`config.mk`:
```
export PLATFORM = sky130hd
export DESIGN_NAME = icache
export DESIGN_NICKNAME = d
export VERILOG_FILES = /design/src/rtl/icache.sv
export SDC_FILE = /design/constraint.sdc
export NUM_CORES = 1
export LEC_CHECK = 0
export CORE_MARGIN = 2
export CORE_UTILIZATION = 45
export CTS_BUF_LIST = sky130_fd_sc_hd__clkbuf_2
export DETAILED_ROUTE_END_ITERATION = 10
export GPL_TIMING_DRIVEN = 0
export MAX_ROUTING_LAYER = met4
export PLACE_DENSITY = 0.71
export SLEW_MARGIN = 10
export SYNTH_ARGS = -nofsm -noshare
export SYNTH_HDL_FRONTEND = slang
export SYNTH_SLANG_ARGS = --single-unit
```
`constraint.sdc`:
```
create_clock -name CLK -period 10.9 [get_ports CLK]
set_clock_uncertainty 0.15 [all_clocks]
set_input_delay 1.635 -clock CLK [delete_from_list [all_inputs] [get_ports CLK]]
set_output_delay 1.635 -clock CLK [all_outputs]
set_load 0.005 [all_outputs]
```
`src/rtl/icache.sv`:
```
// Direct-mapped, one-word-per-block instruction cache.
// Hits answer combinationally; misses run one fill on iREN/iaddr/iwait/iload.
// Ports:
//   CLK, nRST         clock, synchronous active-low reset
//   imemREN, imemaddr fetch request from the datapath
//   ihit, imemload    hit flag and instruction word (0 when no hit)
//   iREN, iaddr       memory read request and word-aligned address
//   iwait, iload      memory busy flag and read data
//   flush             invalidate every line at the next edge
//   miss_count        saturating count of misses taken
module icache #(
   parameter int SETS = 16
) (
   input  logic        CLK,
   input  logic        nRST,
   input  logic        imemREN,
   input  logic [31:0] imemaddr,
   output logic        ihit,
   output logic [31:0] imemload,
   output logic        iREN,
   output logic [31:0] iaddr,
   input  logic        iwait,
   input  logic [31:0] iload,
   input  logic        flush,
   output logic [15:0] miss_count
);
   localparam int IW = $clog2(SETS);
   localparam int TW = 30 - IW;

   typedef enum logic {
      IDLE  = 1'b0,
      FETCH = 1'b1
   } state_t;

   state_t state, next_state;

   logic [SETS-1:0] valid;
   logic [TW-1:0]   tag_arr  [SETS];
   logic [31:0]     data_arr [SETS];

   // Only the word address of the missing fetch is kept.
   logic [29:0]     miss_addr;
   logic [15:0]     miss_cnt;

   logic [IW-1:0]   req_idx, miss_idx;
   logic [TW-1:0]   req_tag, miss_tag;
   logic            hit, miss_start, fill_done;
   logic            unused_offset;

   assign req_idx  = imemaddr[IW+1:2];
   assign req_tag  = imemaddr[31:IW+2];
   assign miss_idx = miss_addr[IW-1:0];
   assign miss_tag = miss_addr[29:IW];

   assign unused_offset = ^imemaddr[1:0];

   assign hit = imemREN && (state == IDLE) && valid[req_idx]
             && (tag_arr[req_idx] == req_tag);
   assign miss_start = (state == IDLE) && imemREN && !hit;
   assign fill_done  = (state == FETCH) && !iwait;

   assign iaddr      = {miss_addr, 2'b00};
   assign miss_count = miss_cnt;

   always_ff @(posedge CLK) begin
      if (!nRST) state <= IDLE;
      else       state <= next_state;
   end

   always_comb begin
      next_state = state;
      case (state)
         IDLE:    if (miss_start) next_state = FETCH;
         FETCH:   if (!iwait)     next_state = IDLE;
         default: next_state = IDLE;
      endcase
   end

   always_comb begin
      ihit     = 1'b0;
      imemload = '0;
      iREN     = 1'b0;
      case (state)
         IDLE: begin
            ihit     = hit;
            imemload = hit ? data_arr[req_idx] : '0;
         end
         FETCH:   iREN = 1'b1;
         default: iREN = 1'b0;
      endcase
   end

   // Flush beats a same-edge fill: the line is written but left invalid.
   always_ff @(posedge CLK) begin
      if (!nRST) begin
         valid     <= '0;
         miss_addr <= '0;
         miss_cnt  <= '0;
      end else begin
         if (miss_start) begin
            miss_addr <= imemaddr[31:2];
            if (miss_cnt != 16'hFFFF) miss_cnt <= miss_cnt + 16'd1;
         end
         if (flush)          valid           <= '0;
         else if (fill_done) valid[miss_idx] <= 1'b1;
      end
   end

   always_ff @(posedge CLK) begin
      if (nRST && fill_done) begin
         data_arr[miss_idx] <= iload;
         tag_arr[miss_idx]  <= miss_tag;
      end
   end

endmodule

```
### Word-level counts from Yosys, hierarchy flattened

Memory sizes are Yosys's and may differ from the RTL's.
Index checks and enable logic that the tools add are counted.

* bits in writable memories: 928
* input bits: 69
* register bits after elaboration: 63
* latch bits: 0
* word-level logic and storage cells: 39
* output and inout port bits: 82
* bits in read-only memories: 0
* memories kept: 2

* reduce and logical (&&, ||, !) cells: 11
* $mul: 0
* divide/modulo/power cells: 0
* multiplexer cells: 13
* magnitude comparators: 3
* $add $sub $neg: 1
* bitwise operators: 3
* eq/ne operators: 2
* shift operators: 0

Memories
* data_arr: words 16, width 32, read ports 1, clocked after memory_dff 0, write ports 1, RTL line 39 `logic [31:0] data_arr [SETS];`
* tag_arr: words 16, width 26, read ports 1, clocked after memory_dff 0, write ports 1, RTL line 38 `logic [TW-1:0] tag_arr [SETS];`

Operators by type and width (number)
* $mux W32: 2
* $eq A26 B26 Y1: 1
* $add A16 B1 Y16 const B: 1
* $ne A16 B16 Y1 const B: 1
* $or A16 B16 Y16: 1
* $lt A4 B5 Y1 const B: 2
* $mux W1: 8
* $logic_and A1 B1 Y1: 7
* $bmux W1 S4: 1
* $demux W1 S4: 1
* $ge A4 B1 Y1 const B: 1
* $logic_not A1 Y1: 2
* $not A1 Y1: 2
* $pmux W1 S2: 1
* $reduce_and A2 Y1: 1
* $reduce_or A2 Y1: 1

### Logic depth before layout (Yosys ltp)

* depth after elaboration: 8
* depth in mapped cells: 15
* depth with buffers taken out: 9

### Worst setup path after synthesis

No wires, ideal clock.

* kind: input to output
* start: in imemaddr[2]
* end: out imemload[0]
* stages on the path: 9
* buffers on the path: 6
* path slack: 4.876 ns
* required time: 9.115 ns
* arrival time: 4.239 ns
* cell sequence: buf_4 -> buf_6 -> buf_6 -> buf_2 -> buf_4 -> buf_1 -> mux4_2 -> mux4_2 -> nor2b_1

* cells in the longest elaborated chain, start to end: 6
* elaborated cells on any way between the ends: 9
* classes of those cells: eq/ne: 1; mux: 4; reduce/logical: 2; memory: 2

Ends and longest elaborated chain
* start, declared: RTL line 17 `input logic [31:0] imemaddr,`
* branches (longest 4 deep; another with $mem_v2 Z16 W26)
* $mux W32 *: RTL line 86 `imemload = hit ? data_arr[req_idx] : '0;`
* $mux W32 *: RTL line 83 `case (state)`
* end, declared: RTL line 19 `output logic [31:0] imemload,`

Mark *: on every way between the ends. The select of a mux whose other input is x is not followed.

### Final worst setup path

* start: in imemaddr[5]
* end: out imemload[27]

The elaborated chain is that of the path after synthesis.

==> flow_metrics.py <==
metrics = {
    "run_status": {
        "outcome": "completed",
    },
    "logic_synthesis": {
        "yosysTopAreaCell": "edfxtp_1",
        "yosysUniqueCellTypes": 48,
        "synth_top_area_share_pct": 72.4,
        "synth_fa_ha_area_share_pct": 0.0325,
        "synth-simple-area-share_pct": 3.13,
        "synth_edf_count": 928,
        "ys_top_cells_by_count": "928 x edfxtp_1, 256 x mux4_2, 96 x nand2_1, 90 x mux2i_1, 63 x dfxtp_1",
        "yosysWarnings": 0,
        "synth_compound_area_share_pct": 1.17,
        "ys_seq_area_share_pct": 75.7,
        "synth_cells": 1813,
        "ys_seq_elements": 991,
        "synth_ff_type": "edfxtp_1",
        "synth.most_common_cell": "edfxtp_1",
        "netlist_area_um2": 38500,
        "synthXorXnorAreaFrac_pct": 0.728,
        "avgSynthCellArea_um2": 21.2,
        "synth_mux_area_share_pct": 17.9,
        "yosys-top-cells-area": "edfxtp_1 72%, mux4_2 15%, dfxtp_1 3.3%",
        "synth_top_family_by_area": "multiplexers",
        "synthArstFlopShare_pct": 0,
    },
    "timing": {
        "rsz0062_at_grt": "no",
        "post-route-period-util_pct": 83.1,
        "setup_tns_ns": 0,
        "post-route-min-period_ns": 9.06,
        "worst_slew_pin_slew_ns": 1.12,
        "hold_violations": 0,
        "slew_headroom_pct": 25.3,
        "fin_ws_ns": 1.84,
        "max_freq_ghz": 0.110,
        "drv_slew": 0,
        "setup_viol": 0,
    },
    "critical_path": {
        "worstRegToRegCells": 10,
        "critPathRequiredTime_ns": 9.12,
        "crit_arrival_ns": 7.27,
        "regToRegStartpoint": "tag_arr[15][21]",
        "critPathKind": "input port to output port",
        "endpoint": "imemload[27]",
        "ff2ff_setup_slack_ns": 6.81,
        "worstSetupEndpointType": "output port",
        "start_kind": "input port",
        "cp_max_fo": 10,
        "crit_start": "imemaddr[5]",
        "rr_endpoint": "miss_count[0]",
    },
    "finish": {
        "drive_gt1_share_pct": 31.6,
        "area_growth_pct": 16.1,
        "nNetsFinal": 2302,
        "regArea_um2": 29100,
        "multi_input_area_um2": 8950,
        "fillCellCount": 6579,
    },
    "job": {
        "cap_violations": 0,
    },
    "grt": {
        "grt_use_total_pct": 23.6,
        "grt_pass1_vias": 21178,
        "antenna_found_initial": 9,
        "grt_max_degree": 21,
        "grt_overflow": 0,
        "grt_pass1_wl_mm": 142,
    },
    "placed_design": {
        "place_congestion": 0.861,
        "pre_cts_slack_ns": 1.96,
        "dpl.hpwl_mm": 62.5,
        "numPortBuffers": 144,
    },
    "route": {
        "first_pass_iters": 5,
        "vias": 20497,
        "finalWirelength_mm": 98.2,
        "wl_per_cell_um": 27.5,
        "drt_iter0_drc": 2167,
        "drtAntennaViolNets": 0,
        "drc": 0,
        "via_per_inst": 5.73,
    },
    "clock_network": {
        "clk_pin_slew_ns": 0.11,
        "cts_sinks": 991,
        "cts_setup_buffers": 0,
        "insertion_delay_ns": 1.52,
        "cts_max_level": 4,
        "ctsHoldBuffers": 0,
        "numCtsBuffers": 223,
        "cts_resized": 0,
        "ctsRootBufferMaster": "clkbuf_2",
        "clk_path_buf_depth": 3,
        "cts_tree": "done",
    },
    "die": {
        "initial_core_util_pct": 45.3,
        "die_w_um": 296,
        "die_y_um": 296,
        "dieArea_um2": 87900,
        "io_pins": 151,
        "fp-row-count": 107,
        "core_area_um2": 85000,
    },
    "worst_hold_path": {
        "hp-start": "valid[14]",
        "holdPathStages": 2,
        "worstHoldPathType": "flop to flop",
    },
    "pwr": {
        "p_leak_uw": 0.0149,
        "powerDensity_nw_per_um2": 156,
        "peakVddDrop_uv": 89.2,
    },
}
## sequential cells by signal (all words and copies together), names as in the netlist
register	cells
miss_addr	30
tag_arr	416
miss_count	16
valid	16
data_arr	512
state	1
## worst min-delay path by stage
stage           endpoint  slack (ns)
2_1_floorplan  valid[10]        0.28
3_3_place_gp    valid[4]        0.29
3_5_place_dp   valid[14]        0.31
4_1_cts        valid[14]        0.33
5_1_grt        valid[12]        0.36
6_report       valid[14]        0.34
## cell usage in the layout (no fill, tap or decap), types with 19 or more instances in the layout
cell type,instances
nand2_1,96
dfxtp_1,63
buf_12,37
a21oi_1,19
buf_2,29
nor2b_1,47
mux2i_1,90
clkdlybuf4s50_1,144
clkbuf_1,39
nor2_1,33
clkbuf_2,351
edfxtp_1,928
xnor2_1,27
mux4_2,256
mux2_2,19
clkinv_1,45
## worst max-delay path, stage by stage
cell             delay (ns)
clkdlybuf4s50_1        0.58
buf_2                  0.35
buf_2                  0.43
buf_2                  0.39
buf_2                  0.53
mux2i_1                0.29
xnor2_1                0.15
a22oi_1                0.20
nand2_1                0.08
nor4_1                 0.38
nand4_1                0.40
buf_2                  0.38
buf_2                  0.37
nor2b_1                0.46
clkdlybuf4s50_1        0.60
## routing by layer
metal	up-vias	GRT usage (%)	wire length [µm]
li1	8489	-	-
met1	10636	30.6	38000
met2	1210	36.0	47100
met3	162	6.84	10900
met4	0	7.81	2200
met5	-	-	0
## final cells by class
type / instances / share of cell area, %
Antenna cell: 16 / 0.0896
Buffer: 99 / 1.18
Clock buffer: 350 / 3.92
Clock inverter: 62 / 0.784
Inverter: 4 / 0.0336
Multi-Input combinational cell: 720 / 20.0
Sequential cell: 991 / 65.1
Tap cell: 1144 / 3.20
Timing Repair Buffer: 193 / 5.62
## logic make-up (layout without fill, tap and decap cells)
logic type,after synthesis,count (layout)
DFF,991,991
AOI/OAI and AO/OA,67,67
muxes,365,365
other,1,18
and+or+nand+nor,253,253
xor gates and xnor gates,32,32
buffers and inverters,103,708
adders and majority gates,1,1
## where the power goes
| part | total [µW] | switching, µW | leakage (µW) | internal [µW] |
|---|---|---|---|---|
| registers | 4210 | 36.6 | 0.00915 | 4170 |
| logic | 394 | 212 | 0.00418 | 181 |
| clock network | 2360 | 1440 | 0.00160 | 925 |
## per-stage QoR
step / cell area [µm²] / hold WS, ns / std cells / util, % / power (µW)
final: 44700 / 0.337 / 3579 / 52.6 / 6970
after floorplan: 38500 / 0.281 / 1814 / - / 4510
after CTS: 44700 / 0.334 / 3563 / 52.5 / 7010
after global routing: 44700 / 0.365 / 3578 / 52.6 / 7240
after detailed placement: 42600 / 0.308 / 3151 / 50.1 / 4690
after global placement: 41400 / 0.294 / 3102 / 48.7 / 4670
Note: power is estimated with default switching activity, not from simulation.
